==> src/rtl/imem_loader_if.sv <==
`default_nettype none
// ============================================================================
//  Module   : imem_loader_if
//  Purpose  : Byte-stream input and instruction-RAM write port of the
//             instruction memory loader.
//  Revision : 1.0 - initial release
// ============================================================================
interface imem_loader_if;
   logic [7:0]  rx_data;
   logic        rx_valid;
   logic        rx_ready;
   logic        we;
   logic [31:0] waddr;
   logic [31:0] wdata;

   // Loader side: consumes bytes, drives the RAM write port
   modport slave (
      input  rx_data, rx_valid,
      output rx_ready, we, waddr, wdata
   );

   // Environment side: produces bytes, observes the RAM write port
   modport master (
      output rx_data, rx_valid,
      input  rx_ready, we, waddr, wdata
   );
endinterface
`default_nettype wire

==> src/rtl/imem_loader.sv <==
`default_nettype none
// ============================================================================
//  Module   : imem_loader
//  Purpose  : Turns a framed byte stream (0xA5, N[15:0] LE, N x 4-byte LE
//             words) into 32-bit instruction RAM writes and holds the core
//             in reset until the image is complete.
//  Options  : IMEM_LOADER_CHECKSUM_EN - trailing XOR checksum byte checked
//             after the payload (CHK state).
//  Revision : 1.0 - initial release
// ============================================================================
module imem_loader #(
   parameter int ADDR_W    = 8,
   parameter int BASE_WORD = 0
) (
   input  wire logic     clk,
   input  wire logic     reset,
   imem_loader_if.slave  bus,
   output logic          cpu_hold,
   output logic          load_done,
   output logic          load_err
);

   localparam logic [2:0] c_IDLE   = 3'd0;
   localparam logic [2:0] c_CNT_LO = 3'd1;
   localparam logic [2:0] c_CNT_HI = 3'd2;
   localparam logic [2:0] c_DATA   = 3'd3;
`ifdef IMEM_LOADER_CHECKSUM_EN
   localparam logic [2:0] c_CHK    = 3'd4;
`endif
   localparam logic [2:0] c_DONE   = 3'd5;
   localparam logic [2:0] c_ERR    = 3'd6;

   localparam logic [7:0]  c_SYNC = 8'hA5;
   // Largest word count that still fits above BASE_WORD
   localparam logic [31:0] c_CAP  = 32'((2 ** ADDR_W) - BASE_WORD);

   logic [2:0]        r_state;
   logic [15:0]       r_cnt;
   logic [ADDR_W:0]   r_idx;
   logic [1:0]        r_byte_cnt;
   logic [23:0]       r_word;
   logic              r_we;
   logic [31:0]       r_waddr;
   logic [31:0]       r_wdata;
   logic              r_hold;
   logic              r_done;
   logic              r_err;
`ifdef IMEM_LOADER_CHECKSUM_EN
   logic [7:0]        r_csum;
`endif

   logic              w_acc;
   logic [15:0]       w_n;
   logic              w_last;

   // No backpressure: ready whenever reset is released
   assign bus.rx_ready = ~reset;
   assign w_acc        = bus.rx_valid & ~reset;
   assign w_n          = {bus.rx_data, r_cnt[7:0]};
   assign w_last       = ((32'(r_idx) + 32'd1) == 32'(r_cnt));

   assign bus.we    = r_we;
   assign bus.waddr = r_waddr;
   assign bus.wdata = r_wdata;
   assign cpu_hold  = r_hold;
   assign load_done = r_done;
   assign load_err  = r_err;

   // Frame parser, word assembler and write-port driver
   always_ff @(posedge clk or posedge reset) begin
      if (reset) begin
         r_state    <= c_IDLE;
         r_cnt      <= '0;
         r_idx      <= '0;
         r_byte_cnt <= '0;
         r_word     <= '0;
         r_we       <= 1'b0;
         r_waddr    <= '0;
         r_wdata    <= '0;
         r_hold     <= 1'b1;
         r_done     <= 1'b0;
         r_err      <= 1'b0;
`ifdef IMEM_LOADER_CHECKSUM_EN
         r_csum     <= '0;
`endif
      end else begin
         r_we <= 1'b0;
         if (w_acc) begin
            case (r_state)
               c_IDLE: begin
                  if (bus.rx_data == c_SYNC) r_state <= c_CNT_LO;
               end
               c_CNT_LO: begin
                  r_cnt[7:0] <= bus.rx_data;
                  r_state    <= c_CNT_HI;
               end
               c_CNT_HI: begin
                  r_cnt[15:8] <= bus.rx_data;
                  if (w_n == 16'd0) begin
                     r_state <= c_DONE;
                     r_done  <= 1'b1;
                     r_hold  <= 1'b0;
                  end else if (32'(w_n) > c_CAP) begin
                     r_state <= c_ERR;
                     r_err   <= 1'b1;
                  end else begin
                     r_state    <= c_DATA;
                     r_idx      <= '0;
                     r_byte_cnt <= '0;
`ifdef IMEM_LOADER_CHECKSUM_EN
                     r_csum     <= '0;
`endif
                  end
               end
               c_DATA: begin
                  // Sync byte here is ordinary payload
                  r_byte_cnt <= r_byte_cnt + 2'd1;
`ifdef IMEM_LOADER_CHECKSUM_EN
                  r_csum     <= r_csum ^ bus.rx_data;
`endif
                  case (r_byte_cnt)
                     2'd0: r_word[7:0]   <= bus.rx_data;
                     2'd1: r_word[15:8]  <= bus.rx_data;
                     2'd2: r_word[23:16] <= bus.rx_data;
                     default: begin
                        r_we    <= 1'b1;
                        r_wdata <= {bus.rx_data, r_word};
                        r_waddr <= (32'(BASE_WORD) + 32'(r_idx)) << 2;
                        r_idx   <= r_idx + 1'b1;
                        if (w_last) begin
`ifdef IMEM_LOADER_CHECKSUM_EN
                           r_state <= c_CHK;
`else
                           // Release the core on the edge the last word commits
                           r_state <= c_DONE;
                           r_done  <= 1'b1;
                           r_hold  <= 1'b0;
`endif
                        end
                     end
                  endcase
               end
`ifdef IMEM_LOADER_CHECKSUM_EN
               c_CHK: begin
                  if (bus.rx_data == r_csum) begin
                     r_state <= c_DONE;
                     r_done  <= 1'b1;
                     r_hold  <= 1'b0;
                  end else begin
                     r_state <= c_ERR;
                     r_err   <= 1'b1;
                  end
               end
`endif
               c_DONE, c_ERR: begin
                  if (bus.rx_data == c_SYNC) begin
                     r_state <= c_CNT_LO;
                     r_done  <= 1'b0;
                     r_err   <= 1'b0;
                     r_hold  <= 1'b1;
                  end
               end
               default: r_state <= c_IDLE;
            endcase
         end
      end
   end

endmodule
`default_nettype wire

==> src/flat_wrapper.sv <==
// flat-port wrapper written by rule: the top's interface ports become plain ports
module imem_loader_flat 
#(
   parameter int ADDR_W    = 8,
   parameter int BASE_WORD = 0
)
  (clk, reset, cpu_hold, load_done, load_err, bus_rx_data, bus_rx_valid, bus_rx_ready, bus_we, bus_waddr, bus_wdata);
  imem_loader_if bus_i ();
  input  wire logic clk;
  input  wire logic reset;
  output logic cpu_hold;
  output logic load_done;
  output logic load_err;
  input wire logic [$bits(bus_i.rx_data)-1:0] bus_rx_data;
  input wire logic [$bits(bus_i.rx_valid)-1:0] bus_rx_valid;
  output wire logic [$bits(bus_i.rx_ready)-1:0] bus_rx_ready;
  output wire logic [$bits(bus_i.we)-1:0] bus_we;
  output wire logic [$bits(bus_i.waddr)-1:0] bus_waddr;
  output wire logic [$bits(bus_i.wdata)-1:0] bus_wdata;
  assign bus_i.rx_data = bus_rx_data;
  assign bus_i.rx_valid = bus_rx_valid;
  assign bus_rx_ready = bus_i.rx_ready;
  assign bus_we = bus_i.we;
  assign bus_waddr = bus_i.waddr;
  assign bus_wdata = bus_i.wdata;
  imem_loader #(.ADDR_W(ADDR_W), .BASE_WORD(BASE_WORD)) u_core (.clk(clk), .reset(reset), .bus(bus_i), .cpu_hold(cpu_hold), .load_done(load_done), .load_err(load_err));
endmodule
==> config.mk <==
export PLATFORM = sky130hd
export DESIGN_NAME = imem_loader_flat
export DESIGN_NICKNAME = d
export VERILOG_FILES = /design/src/rtl/imem_loader_if.sv /design/src/rtl/imem_loader.sv /design/src/flat_wrapper.sv
export SDC_FILE = /design/constraint.sdc
export NUM_CORES = 1
export LEC_CHECK = 0
export CORE_MARGIN = 4
export CORE_UTILIZATION = 35
export DETAILED_ROUTE_END_ITERATION = 10
export PLACE_DENSITY = 0.66
export SLEW_MARGIN = 20
export SYNTH_ARGS = -nofsm -noshare
export SYNTH_HDL_FRONTEND = slang
export SYNTH_SLANG_ARGS = --single-unit
==> constraint.sdc <==
create_clock -name clk -period 3.5 [get_ports clk]
set_clock_uncertainty 0.2 [all_clocks]
set_input_delay 0.35 -clock clk [delete_from_list [all_inputs] [get_ports clk]]
set_output_delay 0.35 -clock clk [all_outputs]
set_load 0.02 [all_outputs]
# Word level (Yosys, flattened, before mapping)
# Index checks and enable logic that the tools add are counted.
[word_totals] register_bits=99 output_inout_bits=69 inputBits=11 wordCells=87
[classes] n_bitwise=3 n_reduce_logical=20 muxes=29 add_sub_neg=3 n_eq_ne=17 magnitude_cmp=1
[ops] operator="$eq 32x16->1" count=1
[ops] operator="$mux 9" count=3
[ops] operator="$pmux 9 s2" count=1
[ops] operator="$gt 16x9->1 const B" count=1
[ops] operator="$logic_not 16->1" count=1
[ops] operator="$mux 3" count=5
[ops] operator="$mux 1" count=13
[ops] operator="$pmux 3 s4" count=1
[ops] operator="$reduce_and 3->1" count=4
[ops] operator="$add 9x1->10 const B" count=1
[ops] operator="$ne 2x1->1 const B" count=5
[ops] operator="$reduce_and 5->1" count=2
[ops] operator="$add 9x1->9 const B" count=1
[ops] operator="$eq 8x8->1 const B" count=1
[ops] operator="$reduce_and 4->1" count=2
[ops] operator="$eq 3x2->1 const B" count=2
[ops] operator="$eq 3x3->1 const B" count=2
[ops] operator="$ne 2x2->1 const B" count=3
[ops] operator="$pmux 1 s3" count=2
[ops] operator="$reduce_and 6->1" count=1
[ops] operator="$reduce_or 3->1" count=2
[ops] operator="$mux 2" count=2
[ops] operator="$pmux 2 s2" count=1
[ops] operator="$reduce_and 2->1" count=2
[ops] operator="12 further kinds" count=14

# Depth between registers and ports, before layout
# Gate-level depths: netlist of the first run.
[logic_depth] depth_word=5 mapped_depth=7 depth_no_buf=6

# Least setup slack after synthesis of the first run
# Ideal clock, no wire load.
[synth_path] path_kind="input to output" from="in reset" to="out bus_rx_ready" required_ps=2950 path_buffers=0 arrival_ps=2501 slack_ps=449 cell_stages=1 cell_sequence="inv_1"
[synth_between] elab_chain_cells=1
[synth_rtl] item="from (decl)" line_no="flat_wrapper.sv:10" rtl="input wire logic reset;"
[synth_rtl] item="$not 1->1" line_no="imem_loader.sv:57" rtl="assign bus.rx_ready = ~reset;"
[synth_rtl] item="to (decl)" line_no="flat_wrapper.sv:16" rtl="output wire logic [$bits(bus_i.rx_ready)-1:0] bus_rx_ready;"
# No other way between the ends.

# Worst setup path in the final report of the first run
[layout_path] from="in bus_rx_data[1]" to="reg u_core.r_idx[3]"
[layout_between] elab_chain_cells=3 word_cells_on_any_way=5 cone_classes="order compare: 1; eq/ne: 2; reduce/logical: 2"
[layout_rtl] item="from (decl)" line_no="flat_wrapper.sv:14" rtl="input wire logic [$bits(bus_i.rx_data)-1:0] bus_rx_data;"
[layout_rtl] item="$gt 16x9->1 or $logic_not 16->1 (tied branches)" line_no="imem_loader.sv:103, imem_loader.sv:99"
[layout_rtl] item="$ne 2x2->1 (no line)"
[layout_rtl] item="$reduce_and 5->1 (no line) (*)"
[layout_rtl] item="to (signal assigned)" line_no="imem_loader.sv:129" rtl="r_idx <= r_idx + 1'b1;"
[layout_rtl] item="to (decl)" line_no="imem_loader.sv:39" rtl="logic [ADDR_W:0] r_idx;"
# Every way passes the cells marked *; elsewhere a longest branch is shown, timed or not.
# A chain may end at the register's enable or synchronous reset.

==> summary.md, run 1 <==
| Metric | Value |
|---|---|
| Routed wire length | `11,500 µm` |
| Reg2Reg Depth | `6` |
| RR Startpoint | `u_core.r_idx[0]` |
| Crit path capture | `u_core.r_idx[3]` |
| CP Capture Type | `register` |
| Post-Synthesis Cells | `458` |
| Residual DRC count | `0` |
| Largest net degree at the start of global routing | `54` |
| Sink Count | `99` |
| GPL Wtd Cong | `0.853` |
| Max Buffers Root-to-Sink | `2` |
| Nets | `527` |
| Syn Area/Cell | `10.3 µm²` |
| Register area share after synthesis | `0.527` |
| Asr flop ratio synth | `1.00` |
| Cts hold-fix bufs | `0` |
| Setup crit start | `bus_rx_data[1]` |
| Final core utilization | `0.432` |
| Syn. warnings | `0` |
| Share of cells above drive strength 1 | `0.157` |
| Area growth syn-to-layout | `21.2%` |
| Top_reg_cell synth | `dfrtp_1` |
| Clk slew on worst S/H paths | `0.07 ns` |
| Final worst setup slack | `0.586 ns` |
| Antenna viol nets, final | `0` |
| First-pass GRT wire length | `18,700 µm` |
| Port Buffers | `56` |
| Min-delay worst type | `register to register` |
| Final Hold Vio Count | `0` |
| Vias in the first global route | `3,575` |
| Via count | `3,443` |
| Core footprint | `0.0132 mm²` |
| Flops & latches, synth | `99` |
| CTS root buf | `clkbuf_16` |
| GRT Overall Usage | `0.158` |
| Max-Cap Viols | `0` |
| Outcome | `finished, final reports clean` |
| Die Wd | `124 µm` |
| Die height | `124 µm` |
| Routed length per placed instance | `16.6 µm` |
| Peak supply drop | `0.000375 V` |
| R2R setup slack | `0.70 ns` |
| CTS tree | `yes` |
| Detail Placement HPWL | `7900 µm` |
| Worst r2r dst | `u_core.load_done` |
| Tcrit/Tclk final | `0.833` |
| Via density | `4.98` |
| PwrDens | `558 mW/mm²` |
| PostCTS Resize Cnt | `0` |
| Unique masters post-synth | `60` |
| Critical path arrival | `2.92 ns` |
| Synth Cell Area | `0.00470 mm²` |
| 1st-iter DRT viols | `174` |
| # rows | `42` |
| H-tree depth | `3` |
| FMAX | `0.343 GHz` |
| N_diodes | `0` |
| Leak | `2.74 nW` |
| Setup TNS | `0 ns` |
| Worst-margin pin slew | `0.663 ns` |
| Post-synth EDFFs | `0` |
| WS Path Type | `input pin to register` |
| Max_slew headroom | `0.558` |
| Global route overflow | `0` |
| I/O pin total | `80` |
| Antenna violations before repair | `0` |
| RSZ-0062 raised after global routing | `no` |
| Initial core utilization | `0.356` |
| Max FO, Critical Path | `8` |
| CP required | `3.50 ns` |
| Inserted Clock Buffers | `9` |
| Minimum clock period | `2.91 ns` |
| TritonRoute pass-1 iters | `4` |
| Setup-failing EPs final | `0` |
| DIE AREA | `0.0154 mm²` |
| Max Slew Vio Count | `0` |
| Clk Latency, worst-skew pair | `0.35 ns` |
| Setup Buffers After CTS | `0` |
| Pre-CTS setup slack | `0.220 ns` |
| Startpoint Class | `input pin` |
## worst max-delay path, stage by stage
cell and delay, ns:
clkdlybuf4s50_1 0.56, or4_1 0.65, nor4_2 0.40, a311o_1 0.32, and2_1 0.45, a41oi_2 0.19
## state kept, by name, indices dropped and copies added (netlist names)
register and count:
u_core.r_word 24, u_core.load_err 1, u_core.bus.wdata 32, u_core.bus.we 1
u_core.r_cnt 16, u_core.r_state 3, u_core.cpu_hold 1, u_core.r_byte_cnt 2
u_core.r_idx 9, u_core.bus.waddr 9, u_core.load_done 1
## worst min-delay path by stage
| stage | start | to | slack (ns) | cells after the start |
|---|---|---|---|---|
| 2_1_floorplan | u_core.r_word[0] | u_core.bus.wdata[0] | 0.23 | 2 |
| 3_3_place_gp | u_core.r_word[21] | u_core.bus.wdata[21] | 0.24 | 2 |
| 3_5_place_dp | u_core.r_word[15] | u_core.bus.wdata[15] | 0.25 | 2 |
| 4_1_cts | u_core.r_word[18] | u_core.bus.wdata[18] | 0.27 | 2 |
| 5_1_grt | u_core.r_word[7] | u_core.bus.wdata[7] | 0.29 | 2 |
| 6_report | u_core.r_word[5] | u_core.bus.wdata[5] | 0.27 | 2 |
## synthesized netlist by cell type (5+ instances only)
cell,count,area share
nor2_1,9,0.0072
o21ai_0,8,0.0085
dfrtp_1,98,0.52
clkbuf_1,14,0.011
mux2_2,40,0.096
ha_1,5,0.013
xnor2_1,8,0.015
nand3_1,8,0.0085
a21oi_1,7,0.0075
xor2_1,6,0.011
nor3_1,5,0.0053
a31oi_1,8,0.011
nand2_1,140,0.11
buf_4,23,0.037
## per-layer routing
metal	GRT usage	routed length, µm	part of all wire
met4	0.0376	117	0.010
met5	0	0	0
met1	0.216	5280	0.46
met3	0.0400	558	0.049
met2	0.255	5510	0.48
## kinds of logic (layout without fill, tap and decap cells)
group	count (synthesis)	in the layout	share of synthesized area
compound gates	50	50	0.0836
xor+xnor	14	14	0.0261
fa+ha+maj	5	5	0.0133
buf+inv	50	86	0.0609
flops	99	99	0.527
mux	41	41	0.0979
other cells	1	23	0.000798
simple gates	198	198	0.190
## layout make-up
cell class / instances / area (µm²)
clock buffers: 12 / 267
clock inverters: 4 / 55.1
fillers: 1266 / 7490
inverters: 4 / 17.5
multi-input cells: 331 / 2020
flip-flops and latches: 99 / 2480
well taps: 176 / 220
repair buffers: 66 / 636
## power by group
group | internal, mW | switching [mW] | leakage (nW)
clock network | 0.618 | 0.440 | 0.156
registers | 1.33 | 0.166 | 1.34
logic | 0.305 | 0.323 | 1.24
total | 2.25 | 0.929 | 2.74
## layout by cell type, fill, tap and decap left out, types with 2 or more instances in the layout
cell type,count
inv_1,2
a221oi_1,2
nand3_1,7
conb_1,23
and2_1,4
or4_1,3
a41oi_2,4
a31oi_1,8
a21oi_1,7
clkbuf_8,3
nand4_1,3
nor3b_1,2
a22o_1,3
nand2b_1,3
nand2_1,140
o21a_1,2
nor3_1,5
nand3b_1,2
and4_1,2
mux2_2,40
ha_1,5
nor4_1,4
nor2_1,9
buf_4,10
clkbuf_16,9
xnor2_1,8
and3_1,3
dfrtp_1,98
o21ai_0,8
clkdlybuf4s50_1,56
inv_6,2
or3_1,2
xor2_1,6
## per-stage QoR
stage          power [mW]  hold slack [ns]  area [µm²]  cells
6_report             3.18            0.269        5700    692
5_1_grt              3.34            0.286        5700    692
4_1_cts              3.20            0.271        5700    692
3_5_place_dp         2.14            0.252        5380    676
3_3_place_gp         2.11            0.241        5380    676
2_1_floorplan        1.96            0.233        4780    480
Note: power is estimated with default switching activity, not from simulation.
==> run 2, diff against run 1 <==
Settings changed: PLACE_DENSITY 0.66 to 0.68.
Clock period 3.5 ns to 2.48 ns, I/O delays scaled along.
==> run 2 against run 1 <==
Sequential share of layout area fell by 1.5 points; core utilization rose by 1.6 points; first-iteration DRC count rose by 25%; sequential power rose by 40%; hold slack got worse by 0.015 ns; cell area rose by 3.6%; global-route usage rose by 0.18 points; clock power rose by 26%.
==> summary.md, run 2 (same netlist as run 1, synthesis figures left out) <==
| Metric | Value |
|---|---|
| Outcome | `finished, final reports clean` |
| Routed length per placed instance | `16.0 µm (-3.6%)` |
| CTS tree | `yes` |
| Minimum clock period | `2.45 ns` |
| Setup-failing EPs final | `0 (unchanged)` |
| Worst path bufs/invs | `1 (unchanged)` |
| Share of cells above drive strength 1 | `0.202 (+0.0452)` |
| Initial core utilization | `0.356 (unchanged)` |
| Max FFs per register | `32 (unchanged)` |
| Clk slew on worst S/H paths | `0.07 ns (about the same)` |
| Antenna violations before repair | `0 (unchanged)` |
| Clk Latency, worst-skew pair | `0.35 ns (about the same)` |
| Cts hold-fix bufs | `0 (unchanged)` |
| Inserted Clock Buffers | `9 (unchanged)` |
| 1st-iter DRT viols | `217 (+25%)` |
| N_diodes | `0 (unchanged)` |
| Peak supply drop | `0.000462 V (+23%)` |
| Core footprint | `0.0132 mm² (unchanged)` |
| Max Slew Vio Count | `0 (unchanged)` |
| I/O pin total | `80 (unchanged)` |
| Critical path's top delay family | `simple AND/OR/NAND/NOR gates` |
| Via density | `4.92 (-1.1%)` |
| Vias in the first global route | `3,633 (+1.6%)` |
| Crit path largest cell delay | `0.57 ns (-0.08 ns)` |
| Reg2Reg Depth | `6 (unchanged)` |
| DIE AREA | `0.0154 mm² (unchanged)` |
| RSZ-0062 raised after global routing | `yes` |
| Via count | `3,544 (+2.9%)` |
| First-pass GRT wire length | `19,000 µm (+1.8%)` |
| Min-delay worst type | `input pin to asynchronous set/reset pin` |
| FMAX | `0.409 GHz` |
| CP required | `2.56 ns (-0.94 ns)` |
| Pint | `3.10 mW (+38%)` |
| Global route overflow | `0 (unchanged)` |
| Clock Power Share | `0.301 (-0.032)` |
| Final worst setup slack | `0.0340 ns (-0.552 ns)` |
| Switch share | `0.301 (+0.00843)` |
| RR Startpoint | `u_core.r_cnt[1]` |
| Detail Placement HPWL | `8140 µm (+3.1%)` |
| Tcrit/Tclk final | `0.986` |
| Max Buffers Root-to-Sink | `2 (unchanged)` |
| Critical Path Slowest Stage Cell | `or4_1` |
| # placed instances | `703 (+4.0%)` |
| Commonest non-fill, non-tap cells in the layout | `nand2_1 (140), dfrtp_1 (98), clkdlybuf4s50_1 (56)` |
| CP Capture Type | `register` |
| Port Buffers | `56 (unchanged)` |
| Sink Count | `99 (unchanged)` |
| H-tree depth | `3 (unchanged)` |
| Reg power frac | `0.470 (about the same)` |
| WS Path Type | `register to register` |
| Residual DRC count | `0 (unchanged)` |
| GRT Overall Usage | `0.160 (+0.00176)` |
| R2R setup slack | `0.03 ns (-0.67 ns)` |
| Worst-margin pin slew | `0.535 ns (-0.127 ns)` |
| Die Wd | `124 µm (unchanged)` |
| GPL Wtd Cong | `0.886 (+3.9%)` |
| Antenna viol nets, final | `0 (unchanged)` |
| Max-Cap Viols | `0 (unchanged)` |
| Critical path arrival | `2.53 ns (-0.39 ns)` |
| # rows | `42 (unchanged)` |
| Area growth syn-to-layout | `25.6%` |
| Max FO, Critical Path | `3 (-5)` |
| TritonRoute pass-1 iters | `4 (unchanged)` |
| Worst r2r dst | `u_core.r_state[2]` |
| Combinational power share | `0.229 (+0.032)` |
| Worst path cell trace | `or4_1 -> or3_1 -> a311o_1 -> buf_4 -> a2bb2oi_1 -> a21bo_2` |
| Max_slew headroom | `0.643 (+0.0849)` |
| Startpoint Class | `register` |
| Die height | `124 µm (unchanged)` |
| Nets | `555 (+5.3%)` |
| Power Total | `4.44 mW (+40%)` |
| PwrDens | `751 mW/mm² (+35%)` |
| Post-route non-filler standard cell count | `720 (+4.0%)` |
| Leak | `2.86 nW (+4.7%)` |
| CTS root buf | `clkbuf_16` |
| Largest net degree at the start of global routing | `100 (+85%)` |
| Sw Pwr | `1.33 mW (+44%)` |
| Final Hold Vio Count | `0 (unchanged)` |
| Pre-CTS setup slack | `-0.200 ns (-0.420 ns)` |
| Commonest non-fill, non-tap cell in the layout | `nand2_1` |
| Routed wire length | `11,500 µm (+0.28%)` |
[run 2: how the worst max path moves through the flow]
stage | slack (ns) | from | depth (start not counted) | end
after floorplan | 0.08 | u_core.r_idx[1] | 7 | u_core.load_done
after global placement | -0.06 | bus_rx_data[1] | 7 | u_core.r_idx[3]
after detailed placement | -0.20 | bus_rx_data[1] | 7 | u_core.r_state[1]
after CTS | 0.04 | u_core.r_cnt[5] | 6 | u_core.r_idx[3]
after global routing | -0.01 | u_core.r_cnt[5] | 6 | u_core.r_state[2]
final | 0.03 | u_core.r_cnt[1] | 6 | u_core.r_state[2]
[run 2: what timing repair did]
action / 4_1_cts / 5_1_grt
endpoints found under the setup margin: 1 / 8
pin swaps: 0 / 1
resized for setup: 1 / 3
buffers inserted: 0 / 1
[run 2: metal layers]
| metal | track usage | part of all wire | vias to the layer above | wire [µm] |
|---|---|---|---|---|
| li1 | - | - | 1683 | - |
| met1 | 0.220 | 0.45 | 1750 | 5220 |
| met2 | 0.251 | 0.48 | 96 | 5540 |
| met3 | 0.0377 | 0.051 | 15 | 591 |
| met4 | 0.0534 | 0.012 | 0 | 142 |
| met5 | 0 | 0 | - | 0 |
[run 2: metrics by stage]
| step | hold slack (ns) | area [µm²] | TNS [ns] | utilization |
|---|---|---|---|---|
| 2_1_floorplan | 0.153 | 4790 | 0 | - |
| 3_3_place_gp | 0.242 | 5610 | -0.563 | 0.425 |
| 3_5_place_dp | 0.252 | 5610 | -1.39 | 0.425 |
| 4_1_cts | 0.269 | 5890 | 0 | 0.447 |
| 5_1_grt | 0.279 | 5910 | -0.0336 | 0.448 |
| 6_report | 0.254 | 5910 | 0 | 0.448 |
[run 2: worst min-delay path, stage by stage]
cell             delay [ns]
clkdlybuf4s50_1        0.46
clkinvlp_4             0.13
buf_12                 0.40
[run 2: power by group through the flow]
stage                     sequential [mW]  clock, mW  combinational [mW]
after detailed placement             2.11          0               0.984
after global placement               2.09          0               0.952
after floorplan                      2.06          0               0.702
after global routing                 2.11       1.44                1.12
final                                2.08       1.34                1.02
after CTS                            2.08       1.37               0.995
[run 2: layout make-up]
cell class / instances / area [µm²]
fillers: 1229 / 7280
flip-flops and latches: 99 / 2480
repair buffers: 94 / 871
clock inverters: 4 / 33.8
well taps: 176 / 220
clock buffers: 12 / 246
multi-input cells: 331 / 2040
inverters: 4 / 18.8
==> run 3, diff against run 2 <==
Settings changed: CAP_MARGIN set to 5, CORE_UTILIZATION 35 to 45, PLACE_DENSITY 0.68 to 0.81.
==> run 3 against run 2 <==
Clock power is 20% lower; critical path depth is the same; die area down 21%; clock-buffer cell count fell by 3; worst setup slack worse by 0.0063 ns; power is 5.6% lower.
==> summary.md, run 3 (same netlist as run 1, synthesis figures left out) <==
| Metric | Value |
|---|---|
| First-pass GRT wire length | `18,300 µm (-3.9%)` |
| PwrDens | `724 mW/mm² (-3.6%)` |
| 1st-iter DRT viols | `345 (+59%)` |
| Nets | `551 (-0.72%)` |
| Port Buffers | `56 (unchanged)` |
| I/O pin total | `80 (unchanged)` |
| CTS root buf | `clkbuf_8` |
| Routed wire length | `11,500 µm (+0.17%)` |
| Max FO, Critical Path | `8 (+5)` |
| Share of cells above drive strength 1 | `0.198 (-0.00406)` |
| Global route overflow | `0 (unchanged)` |
| Sink Count | `99 (unchanged)` |
| Worst path cell trace | `or4_4 -> or3_1 -> a311o_1 -> and2_4 -> buf_12 -> a41oi_2` |
| GPL Wtd Cong | `0.871 (-1.7%)` |
| Inserted Clock Buffers | `9 (unchanged)` |
| Commonest non-fill, non-tap cell in the layout | `nand2_1` |
| GRT Overall Usage | `0.196 (+0.0357)` |
| Pre-CTS setup slack | `-0.152 ns (+0.0475 ns)` |
| Max Buffers Root-to-Sink | `2 (unchanged)` |
| Clock Power Share | `0.256 (-0.045)` |
| Worst path bufs/invs | `1 (unchanged)` |
| Finished Cell Area | `0.00578 mm² (-2.1%)` |
| FMAX | `0.408 GHz (-0.26%)` |
| Antenna violations before repair | `0 (unchanged)` |
| Core footprint | `0.0102 mm² (-22%)` |
| Setup TNS | `0 ns (unchanged)` |
| # rows | `37 (-12%)` |
| Residual DRC count | `0 (unchanged)` |
| Commonest non-fill, non-tap cells in the layout | `nand2_1 (140), dfrtp_1 (98), clkdlybuf4s50_1 (56)` |
| CP required | `2.58 ns (+0.02 ns)` |
| Peak supply drop | `0.000441 V (-4.6%)` |
| Outcome | `finished, final reports clean` |
| H-tree depth | `3 (unchanged)` |
| Startpoint Class | `register` |
| CTS tree | `yes` |
| Die Wd | `110 µm (-11%)` |
| Routed length per placed instance | `17.0 µm (+6.7%)` |
| Max FFs per register | `32 (unchanged)` |
| Max-Cap Viols | `0 (unchanged)` |
| Via count | `3,706 (+4.6%)` |
| Setup-failing EPs final | `0 (unchanged)` |
| Final Hold Vio Count | `0 (unchanged)` |
| Worst-margin pin slew | `0.518 ns (-0.0177 ns)` |
| Minimum clock period | `2.45 ns (+0.00632 ns)` |
| WS Path Type | `register to register` |
| Leak | `2.82 nW (-1.4%)` |
| Tcrit/Tclk final | `0.989 (+0.00255)` |
| CP Capture Type | `register` |
| Final core utilization | `0.565 (+0.118)` |
| Switch share | `0.334 (+0.0337)` |
| Final worst setup slack | `0.0276 ns (-0.00632 ns)` |
| Vias in the first global route | `3,636 (+0.083%)` |
| Crit path largest cell delay | `0.55 ns (-0.02 ns)` |
| Post-DP Area | `0.00554 mm² (-1.2%)` |
| Pint | `2.79 mW (-10%)` |
| Critical path arrival | `2.55 ns (+0.02 ns)` |
| Initial core utilization | `0.460 (+0.103)` |
| Detail Placement HPWL | `8030 µm (-1.4%)` |
| Via density | `5.48 (+11%)` |
| DIE AREA | `0.0121 mm² (-21%)` |
| Reg power frac | `0.499 (+0.029)` |
| Power Total | `4.19 mW (-5.6%)` |
| Sw Pwr | `1.40 mW (+5.0%)` |
| Antenna viol nets, final | `0 (unchanged)` |
| Clk slew on worst S/H paths | `0.11 ns (+0.04 ns)` |
| Clk Latency, worst-skew pair | `0.39 ns (+0.04 ns)` |
| N_diodes | `0 (unchanged)` |
| Critical path's top delay family | `simple AND/OR/NAND/NOR gates` |
| Largest net degree at the start of global routing | `100 (unchanged)` |
| Area growth syn-to-layout | `23.0%` |
| Max Slew Vio Count | `0 (unchanged)` |
| Critical Path Slowest Stage Cell | `or4_4` |
| Min-delay worst type | `input pin to asynchronous set/reset pin` |
| Combinational power share | `0.245 (+0.016)` |
| Max_slew headroom | `0.655 (+0.0118)` |
| TritonRoute pass-1 iters | `6 (+2)` |
| Die height | `110 µm (-11%)` |
run 3: layer usage:
metal  track usage  vias up  wire, µm
met5             0        -         0
met1         0.254     1860      4780
met4        0.0668        0       165
li1              -     1672         -
met3        0.0425       21       805
met2         0.327      153      5770
run 3: path summary, 6_finish.rpt:
kind | startpoint | endpoint | slack [ns] | depth (start not counted)
min in group clk | u_core.r_word[12] | u_core.bus.wdata[12] | 0.27 | 2
max | u_core.r_cnt[6] | u_core.r_idx[6] | 0.03 | 6
max in group asynchronous | reset | u_core.r_cnt[11] | 1.46 | 3
min reg2reg | u_core.r_word[12] | u_core.bus.wdata[12] | 0.27 | 2
max reg2reg | u_core.r_cnt[6] | u_core.r_idx[6] | 0.03 | 6
min | reset | u_core.bus.we | 0.23 | 3
run 3: power groups by stage:
| stage | Sequential, mW | Clock (mW) | Combinational, mW |
|---|---|---|---|
| global route | 2.11 | 1.15 | 1.12 |
| floorplan | 2.06 | 0 | 0.702 |
| detailed placement | 2.11 | 0 | 0.982 |
| global placement | 2.08 | 0 | 0.933 |
| CTS | 2.08 | 1.08 | 0.989 |
| finish | 2.09 | 1.07 | 1.03 |
run 3: what timing repair did:
item | CTS | global route
hold buffers | 0 | 0
resized for setup | 0 | 5
buffers inserted | 0 | 2
endpoints found under the setup margin | 0 | 8
run 3: layout make-up:
type,count,area (µm²)
clock buffers,9,124
clock inverters,7,86.3
fillers,852,4450
inverters,4,18.8
multi-input cells,331,2040
flip-flops and latches,99,2480
well taps,136,170
repair buffers,90,866
run 3: per-stage QoR:
step	instances	hold WS (ns)
floorplan	480	0.153
global placement	658	0.244
detailed placement	658	0.246
CTS	674	0.262
global route	676	0.282
finish	676	0.226
run 3: tightest hold or removal path, stage by stage:
cell and delay (ns):
clkdlybuf4s50_1 0.46, clkinvlp_4 0.14, buf_12 0.41
